**src/rtl/relu_vec_pkg.sv**
```systemverilog
// Shared types and float32 constants for the vector activation pipeline.
package relu_vec_pkg;

  typedef logic [31:0] float32_t;

  typedef enum logic [1:0] {
    ACT_PASS  = 2'd0,
    ACT_RELU  = 2'd1,
    ACT_LEAKY = 2'd2,
    ACT_CLIP  = 2'd3
  } act_mode_e;

  localparam float32_t   FP_QNAN     = 32'h7FC00000;
  localparam float32_t   FP_POS_ZERO = 32'h00000000;
  localparam float32_t   FP_NEG_ZERO = 32'h80000000;
  localparam logic [7:0] FP_EXP_MAX  = 8'hFF;

  // Per-lane classification captured at acceptance so stage 2 is a plain mux.
  typedef struct packed {
    logic sign;
    logic zero;
    logic nan;
    logic inf;
    logic expLeShift;
    logic gtClip;
  } lane_class_t;

endpackage

```
**src/rtl/relu_vec_lane.sv**
```systemverilog
// One float32 lane: input classification (feeds S1) and the activation mux (feeds S2).
module relu_vec_lane
  import relu_vec_pkg::*;
#(
  parameter float32_t CLIP_VAL = 32'h40C00000
) (
  input  float32_t    laneIn_i,
  input  logic [4:0]  shift_i,
  output lane_class_t class_o,
  input  float32_t    s1Lane_i,
  input  lane_class_t s1Class_i,
  input  act_mode_e   s1Mode_i,
  input  logic [4:0]  s1Shift_i,
  output float32_t    result_o
);

  logic [7:0]  inExp;
  logic [22:0] inMant;

  assign inExp  = laneIn_i[30:23];
  assign inMant = laneIn_i[22:0];

  // gtClip is only consulted for non-negative values, so the sign bit is masked off.
  always_comb begin
    class_o            = '0;
    class_o.sign       = laneIn_i[31];
    class_o.zero       = (inExp == 8'h00) && (inMant == 23'd0);
    class_o.nan        = (inExp == FP_EXP_MAX) && (inMant != 23'd0);
    class_o.inf        = (inExp == FP_EXP_MAX) && (inMant == 23'd0);
    class_o.expLeShift = inExp <= {3'b000, shift_i};
    class_o.gtClip     = {1'b0, laneIn_i[30:0]} > CLIP_VAL;
  end

  always_comb begin
    result_o = s1Lane_i;
    if (s1Class_i.nan) begin
      result_o = FP_QNAN;
    end else begin
      case (s1Mode_i)
        ACT_PASS: result_o = s1Lane_i;
        ACT_RELU: begin
          if (s1Class_i.sign) result_o = FP_POS_ZERO;
        end
        // A zero shift is an exact identity, so the flush-to-minus-zero path is skipped.
        ACT_LEAKY: begin
          if (s1Class_i.sign && !s1Class_i.inf && (s1Shift_i != 5'd0)) begin
            if (s1Class_i.expLeShift) result_o = FP_NEG_ZERO;
            else result_o = {1'b1, s1Lane_i[30:23] - {3'b000, s1Shift_i}, s1Lane_i[22:0]};
          end
        end
        ACT_CLIP: begin
          if (s1Class_i.sign) result_o = FP_POS_ZERO;
          else if (s1Class_i.gtClip) result_o = CLIP_VAL;
        end
        default: result_o = s1Lane_i;
      endcase
    end
  end

endmodule

```
**src/rtl/relu_vec_pipe.sv**
```systemverilog
// Two-stage vector activation with valid/ready flow control, tag passthrough
// and a saturating count of negative lanes accepted.
module relu_vec_pipe
  import relu_vec_pkg::*;
#(
  parameter int       WIDTH    = 8,
  parameter int       ID_W     = 8,
  parameter float32_t CLIP_VAL = 32'h40C00000,
  parameter int       CNT_W    = 32
) (
  input  logic                   clk,
  input  logic                   reset,
  input  logic [1:0]             cfg_mode,
  input  logic [4:0]             cfg_shift,
  input  logic                   in_valid,
  output logic                   in_ready,
  input  logic [WIDTH-1:0][31:0] in_data,
  input  logic [ID_W-1:0]        in_id,
  output logic                   out_valid,
  input  logic                   out_ready,
  output logic [WIDTH-1:0][31:0] out_data,
  output logic [ID_W-1:0]        out_id,
  input  logic                   clear_stats,
  output logic [CNT_W-1:0]       neg_count
);

  localparam int POP_W = $clog2(WIDTH + 1);
  localparam int SUM_W = ((CNT_W > POP_W) ? CNT_W : POP_W) + 1;
  localparam logic [CNT_W-1:0] CNT_MAX = '1;

  logic                     s1Valid_q;
  logic [WIDTH-1:0][31:0]   s1Data_q;
  lane_class_t [WIDTH-1:0]  s1Class_q;
  act_mode_e                s1Mode_q;
  logic [4:0]               s1Shift_q;
  logic [ID_W-1:0]          s1Id_q;

  logic                     outValid_q;
  logic [WIDTH-1:0][31:0]   outData_q;
  logic [ID_W-1:0]          outId_q;

  logic [CNT_W-1:0]         negCount_q, negCount_d;
  logic [POP_W-1:0]         negLanes;
  logic [SUM_W-1:0]         sumWide;

  lane_class_t [WIDTH-1:0]  laneClass;
  logic [WIDTH-1:0][31:0]   laneResult;
  logic                     adv2, accept;

  assign adv2     = !outValid_q || out_ready;
  assign in_ready = !reset && (!s1Valid_q || adv2);
  assign accept   = in_valid && in_ready;

  for (genvar g = 0; g < WIDTH; g++) begin : gLane
    relu_vec_lane #(.CLIP_VAL(CLIP_VAL)) uLane (
      .laneIn_i (in_data[g]),
      .shift_i  (cfg_shift),
      .class_o  (laneClass[g]),
      .s1Lane_i (s1Data_q[g]),
      .s1Class_i(s1Class_q[g]),
      .s1Mode_i (s1Mode_q),
      .s1Shift_i(s1Shift_q),
      .result_o (laneResult[g])
    );
  end

  // in_ready high means S1 is empty or draining, so it may take whatever is offered.
  always_ff @(posedge clk) begin
    if (reset) s1Valid_q <= 1'b0;
    else if (in_ready) s1Valid_q <= in_valid;
  end

  always_ff @(posedge clk) begin
    if (accept) begin
      s1Data_q  <= in_data;
      s1Class_q <= laneClass;
      s1Mode_q  <= act_mode_e'(cfg_mode);
      s1Shift_q <= cfg_shift;
      s1Id_q    <= in_id;
    end
  end

  always_ff @(posedge clk) begin
    if (reset) begin
      outValid_q <= 1'b0;
      outData_q  <= '0;
      outId_q    <= '0;
    end else if (adv2) begin
      outValid_q <= s1Valid_q;
      if (s1Valid_q) begin
        outData_q <= laneResult;
        outId_q   <= s1Id_q;
      end
    end
  end

  always_comb begin
    negLanes = '0;
    for (int i = 0; i < WIDTH; i++) begin
      if (laneClass[i].sign && !laneClass[i].nan && !laneClass[i].zero)
        negLanes = negLanes + POP_W'(1);
    end
  end

  // The adder is one bit wider than either operand so overflow is visible before clamping.
  always_comb begin
    sumWide    = SUM_W'(negCount_q) + SUM_W'(negLanes);
    negCount_d = negCount_q;
    if (clear_stats) negCount_d = '0;
    else if (accept) negCount_d = (sumWide > SUM_W'(CNT_MAX)) ? CNT_MAX : sumWide[CNT_W-1:0];
  end

  always_ff @(posedge clk) begin
    if (reset) negCount_q <= '0;
    else negCount_q <= negCount_d;
  end

  assign out_valid = outValid_q;
  assign out_data  = outData_q;
  assign out_id    = outId_q;
  assign neg_count = negCount_q;

endmodule

```
**config.mk**
```make
export PLATFORM = sky130hd
export DESIGN_NAME = relu_vec_pipe
export DESIGN_NICKNAME = d
export VERILOG_FILES = /design/src/rtl/relu_vec_pkg.sv /design/src/rtl/relu_vec_lane.sv /design/src/rtl/relu_vec_pipe.sv
export SDC_FILE = /design/constraint.sdc
export NUM_CORES = 1
export LEC_CHECK = 0
export ABC_AREA = 1
export BUFFER_PORTS_ARGS = -buffer_cell sky130_fd_sc_hd__buf_2
export CAP_MARGIN = 5
export CORE_AREA = 5 5 267 269
export CTS_CLUSTER_SIZE = 16
export DETAILED_ROUTE_END_ITERATION = 8
export DIE_AREA = 0 0 272 274
export SYNTH_ARGS = -nofsm -noshare
export SYNTH_HDL_FRONTEND = slang
export SYNTH_SLANG_ARGS = --single-unit
```
**constraint.sdc**
```tcl
create_clock -name clk -period 11.85 [get_ports clk]
set_input_delay 0.5925 -clock clk [delete_from_list [all_inputs] [get_ports clk]]
set_output_delay 0.5925 -clock clk [all_outputs]
set_load 0.005 [all_outputs]
```
==> results of run 1 <==
cells by family after synthesis:
| family | count (synthesis) | share of synthesized area, % |
|---|---|---|
| AO/OA/AOI/OAI | 714 | 15.2 |
| AND/OR/NAND/NOR | 1007 | 16.7 |
| adder cells (fa/ha/maj) | 102 | 4.95 |
| buffers and inverters | 447 | 6.28 |
| XOR/XNOR | 42 | 1.36 |
| flip-flops | 601 | 55.5 |
registers in the layout, summed over array words and instances, names as in the netlist:
register	flops
s1Data_q	256
s1Mode_q	2
s1Class_q	32
neg_count	32
s1Shift_q	5
s1Valid_q	1
out_data	256
out_id	8
s1Id_q	8
out_valid	1
synth_stat cells (4+ instances only):
cell	n
nor2_2	10
buf_1	11
o32ai_1	8
o221ai_1	26
nand3b_1	7
fa_1	9
nand2_1	488
a32o_1	4
or2_1	5
and2_1	5
nand2_4	4
a31oi_1	25
o21ai_0	203
nor2_1	219
clkinv_1	4
nor3_1	29
nand3_1	110
edfxtp_1	303
nand3_2	11
buf_2	13
a221oi_1	6
a21oi_1	313
xor2_1	33
o211ai_1	83
dfxtp_1	298
nand4_1	34
nor4_1	49
xnor2_1	9
inv_1	322
ha_1	93
o22ai_1	10
nand2_2	11
clkbuf_1	92
o21bai_1	7
o31ai_1	6
or2_2	6
worst max-delay path by stage:
stage                startpoint       endpoint  slack (ps)
floorplan                 reset  neg_count[11]        1460
global placement    in_data[17]  neg_count[31]        4630
detailed placement  in_data[17]  neg_count[31]        4550
CTS                 in_data[17]  neg_count[24]        5130
global route        in_data[17]  neg_count[22]        4490
finish              in_data[17]  neg_count[24]        5270
area by class of cell:
type                    instances  area [um2]  share of cell area [%]
inverters                     330        1240                    3.75
multi-input cells            1865       10400                    31.4
clock inverters                35         355                    1.07
clock buffers                  91        1910                    5.76
flip-flops and latches        601       15100                    45.4
repair buffers                596        3060                    9.22
diodes                         16        40.0                   0.121
well taps                     882        1100                    3.33
per-stage QoR:
step                instances  total power [uW]  area, um2  worst slack, ps
finish                   4416              4950      33200             5270
global route             4414              5150      33200             4490
CTS                      4400              5000      33100             5130
floorplan                2913              2650      27100             1460
detailed placement       4274              2860      30900             4550
global placement         4274              2860      30900             4630
cell usage in the layout, fill, tap and decap left out, drive strengths merged, types with 7 or more instances in the layout:
master / count
edfxtp: 303
xnor2: 9
a21oi: 314
o221ai: 26
fa: 9
dfxtp: 298
nor2: 232
o21bai: 7
o211ai: 83
nand3: 123
buf: 596
nor4: 51
nand4: 36
clkinv: 32
nand3b: 7
o22ai: 10
diode: 16
a31oi: 25
clkbuf: 91
or2: 12
o21ai: 204
ha: 93
o32ai: 8
nand2: 503
xor2: 33
nor3: 31
inv: 328
layer usage:
| layer | GRT usage [%] | up-vias |
|---|---|---|
| li1 | - | 11300 |
| met1 | 29.6 | 10800 |
| met2 | 37.1 | 742 |
| met3 | 5.22 | 168 |
| met4 | 8.56 | 24 |
| met5 | 0 | - |
where the power goes:
group | switching [uW] | internal (uW) | leakage (uW) | total (uW)
clock | 888 | 1240 | 0.00111 | 2130
combinational | 325 | 173 | 0.00772 | 498
sequential | 42.2 | 2280 | 0.00531 | 2320
total | 1250 | 3690 | 0.0141 | 4950
==> results.py, run 1 <==
metrics = {
    "sta": {
        "period_share_pct": 55.5,
        "fin_hold_ws_ps": 163,
        "slew_headroom_pct": 25.1,
        "hold_viol": 0,
        "rsz0062_at_grt": "false",
        "worst_slew_pin_slew_ps": 1120,
        "finalSetupViolations": 0,
        "slew_viol_final": 0,
        "fmax_ghz": 0.152,
        "min_period_ps": 6580,
        "fin_setup_tns_ps": 0,
        "skew_ps": 30.5,
    },
    "place": {
        "dpl.hpwl_um": 63500,
        "gp_congestion": 0.872,
        "io_buffer_count": 573,
    },
    "routing": {
        "wl_per_cell_um": 20.1,
        "vias": 22900,
        "met2_length_um": 41700,
        "postRouteAntennaNets": 0,
        "wl_met1_um": 37600,
        "wl_met3_um": 6250,
        "top_layer": "met5",
        "dr.pass1.iters": 6,
        "drt_iter0_drc": 1535,
        "finalWirelength_um": 88600,
        "drc": 0,
        "drt-vias-per-instance": 5.20,
    },
    "yosys": {
        "synth-seq-cells": 601,
        "ys_seq_area_share_pct": 55.5,
        "postSynthCellCount": 2913,
        "yosysTopAreaCellShare_pct": 33.5,
        "synth_top_area_cell": "edfxtp_1",
        "synth_edf_count": 303,
        "synth_nets": 3291,
        "synthTopCellsByArea": "edfxtp_1 (34%), dfxtp_1 (22%), nand2_1 (6.8%)",
        "syn_area_per_cell_um2": 9.31,
        "syn_area_mm2": 0.0271,
        "synth_cell_type_count": 61,
        "synth_warnings": 0,
        "async_flop_share_pct": 0,
        "synth_ff_type": "edfxtp_1",
    },
    "worst_setup_path": {
        "critPathTopFamily": "simple AND/OR/NAND/NOR gates",
        "worst_setup_path_end_kind": "flop",
        "r2r_end": "s1Data_q[82]",
        "critPathKind": "primary input to flop",
        "path_depth": 37,
        "r2r_cells": 6,
        "cp_slowest_cell": "or4_1",
        "arrival_ps": 7120,
        "cp_max_fo": 11,
        "required_ps": 12390,
        "path_buf_inv": 6,
        "r2r_start": "out_valid",
        "reg2reg_slack_ps": 7850,
        "cp-start-kind": "primary input",
        "cpPeakStageDelay_ps": 530,
        "timing.critical_path.mode_cell": "nand2_1",
    },
    "global_routing": {
        "grt_start_max_net_pins": 135,
        "grtUsageTotal_pct": 22.7,
        "grt_antenna_before_repair": 28,
        "grt_first_pass_wirelength_um": 131000,
        "grt_overflow": 0,
        "first_global_vias": 21500,
    },
    "cts": {
        "cts_tree": "done",
        "holdBufCountCts": 0,
        "cts.sinks": 601,
        "cts_resized": 0,
        "root_buffer": "clkbuf_16",
        "insertion_delay_ps": 610,
        "htree_levels": 3,
        "postCtsSetupRepairBufs": 0,
        "clock_path_buffers": 3,
        "clkTransAtPathRegs_ps": 60,
        "cts_buffers": 69,
    },
    "pwr": {
        "p_leak_uw": 0.0141,
        "vdd.ir_drop.worst_mv": 0.0992,
        "power.density_mw_per_mm2": 149,
    },
    "floorplanning": {
        "die_width_um": 272,
        "io_pins": 574,
        "dieArea_mm2": 0.0745,
        "core-area_mm2": 0.0683,
        "rows": 96,
        "die_y_um": 274,
        "start_util_pct": 39.7,
    },
    "min_path": {
        "hold-path-cell-count": 1,
        "min_from": "in_id[2]",
        "min_to": "s1Id_q[2]",
        "hold_path_class": "primary input to flop",
    },
    "layout": {
        "drive_gt1_share_pct": 22.0,
        "area_growth_pct": 22.3,
        "nets": 3841,
        "fin_util_pct": 48.6,
        "n_fill_cell": 6522,
    },
    "job": {
        "maxCapViolations": 0,
    },
    "status": {
        "status": "finished clean",
    },
}
(Power assumes the default switching activity.)
==> inputs of run 2 (changes only) <==
Clock period 11.85 ns to 6.1 ns, I/O delays scaled along.
==> results.py, run 2 (same netlist as run 1, synthesis figures left out) <==
metrics = {
    "routing": {
        "drc": 0,
        "wl_per_cell_um": 19.6,
        "dr.pass1.iters": 5,
        "vias": 24300,
        "drt_iter0_drc": 1817,
        "postRouteAntennaNets": 0,
        "finalWirelength_um": 92300,
        "drt-vias-per-instance": 5.14,
    },
    "worst_setup_path": {
        "cpPeakStageDelay_ps": 610,
        "critPathKind": "primary input to flop",
        "reg2reg_slack_ps": 2290,
        "r2r_end": "out_data[81]",
        "endpoint": "neg_count[27]",
        "r2r_start": "s1Shift_q[3]",
        "cp-start-kind": "primary input",
        "worst_setup_path_end_kind": "flop",
        "r2r_cells": 7,
        "cp_max_fo": 4,
        "required_ps": 6600,
        "timing.critical_path.mode_cell": "nand2_2",
        "cp_slowest_cell": "dlygate4sd3_1",
        "crit_start": "in_data[5]",
        "arrival_ps": 6230,
    },
    "global_routing": {
        "grt_overflow": 0,
        "grt_first_pass_wirelength_um": 137000,
        "grtUsageTotal_pct": 23.5,
        "top_usage_layer": "met2",
        "first_global_vias": 23500,
        "use_met2_pct": 39.4,
        "grt_antenna_before_repair": 12,
        "grtUsageMet3_pct": 4.73,
        "use_met1_pct": 30.4,
        "grt_start_max_net_pins": 147,
    },
    "sta": {
        "slew_headroom_pct": 23.1,
        "worst_slack_ps": 369,
        "period_share_pct": 93.9,
        "worst_slew_pin_slew_ps": 1150,
        "skew_ps": 30.4,
        "min_period_ps": 5730,
        "slew_viol_final": 0,
        "finalSetupViolations": 0,
        "hold_viol": 0,
        "fmax_ghz": 0.174,
    },
    "place": {
        "pre_cts_ws_ps": -457,
        "io_buffer_count": 573,
        "gp_congestion": 0.890,
        "dp.cells": 4330,
        "dpl.hpwl_um": 63600,
    },
    "layout": {
        "layout.cells.non_filler": 4723,
        "n_fill_cell": 6168,
        "drive_gt1_share_pct": 22.7,
        "final_common_cell": "buf_2",
        "nets": 4153,
        "area_growth_pct": 34.9,
        "layout_common_cells": "buf_2 (555), nand2_1 (478), inv_1 (313), a21oi_1 (307), edfxtp_1 (303)",
    },
    "cts": {
        "root_buffer": "clkbuf_16",
        "cts_tree": "done",
        "cts_buffers": 67,
        "cts.sinks": 601,
        "clkTransAtPathRegs_ps": 60,
        "insertion_delay_ps": 620,
        "htree_levels": 3,
        "clock_path_buffers": 3,
    },
    "pwr": {
        "power.density_mw_per_mm2": 266,
        "vdd.ir_drop.worst_mv": 0.234,
        "p_total_uw": 9750,
        "p_leak_uw": 0.0156,
    },
    "status": {
        "status": "finished clean",
    },
    "floorplanning": {
        "die_width_um": 272,
        "core-area_mm2": 0.0683,
        "dieArea_mm2": 0.0745,
        "io_pins": 574,
        "rows": 96,
        "start_util_pct": 39.7,
        "die_y_um": 274,
    },
    "min_path": {
        "hold_path_class": "primary input to flop",
    },
    "job": {
        "maxCapViolations": 0,
    },
}
==> run 2: power breakdown <==
group	internal (uW)	switching, uW
clock network	2340	1710
registers	4430	86.4
logic	490	690
==> run 2: cell type report <==
cell class,count,area (um2),share of cell area (%)
well taps,882,1100,3.02
multi-input cells,1865,10700,29.4
flip-flops and latches,601,15100,41.2
repair buffers,910,6170,16.9
clock inverters,24,234,0.639
clock buffers,100,2000,5.46
diodes,11,27.5,0.0752
inverters,330,1250,3.41
==> run 2: worst max-delay path, delay by kind of cell <==
family / cells / cell delay (ps)
AND/OR/NAND/NOR: 20 / 2370
adder cells (fa/ha/maj): 5 / 1290
buffers and inverters: 8 / 1190
AO/OA/AOI/OAI: 5 / 720
XOR/XNOR: 2 / 330
==> run 2: what timing repair did <==
| item | 4_1_cts | 5_1_grt |
|---|---|---|
| setup endpoints to repair | 0 | 32 |
| resized for setup | 0 | 81 |
| buffers inserted | 0 | 5 |
| hold endpoints to repair | 271 | 1 |
| hold buffers | 269 | 1 |
==> run 2: metal layers <==
| layer | share of wire (%) | up-vias |
|---|---|---|
| li1 | - | 11900 |
| met1 | 43 | 11400 |
| met2 | 48 | 758 |
| met3 | 6.2 | 187 |
| met4 | 3.4 | 8 |
| met5 | 0.050 | - |
==> run 2: through the flow <==
step	hold WS, ps	utilization [%]	area, um2	TNS (ps)
after floorplan	404	-	27100	0
after global placement	449	45.8	31300	-7410
after detailed placement	452	45.8	31300	-11030
after CTS	9.86	53.0	36200	0
after global routing	44.7	53.5	36600	-125
final	51.1	53.5	36600	0
==> run 2: how the worst min path moves through the flow <==
| stage | startpoint | endpoint | slack [ps] | cells past startpoint |
|---|---|---|---|---|
| 2_1_floorplan | in_data[0] | s1Data_q[0] | 400 | 0 |
| 3_3_place_gp | out_data[35] | out_data[35] | 450 | 2 |
| 3_5_place_dp | out_data[41] | out_data[41] | 450 | 2 |
| 4_1_cts | out_ready | s1Valid_q | 10 | 4 |
| 5_1_grt | in_data[38] | s1Data_q[38] | 40 | 1 |
| 6_report | in_data[38] | s1Data_q[38] | 50 | 1 |
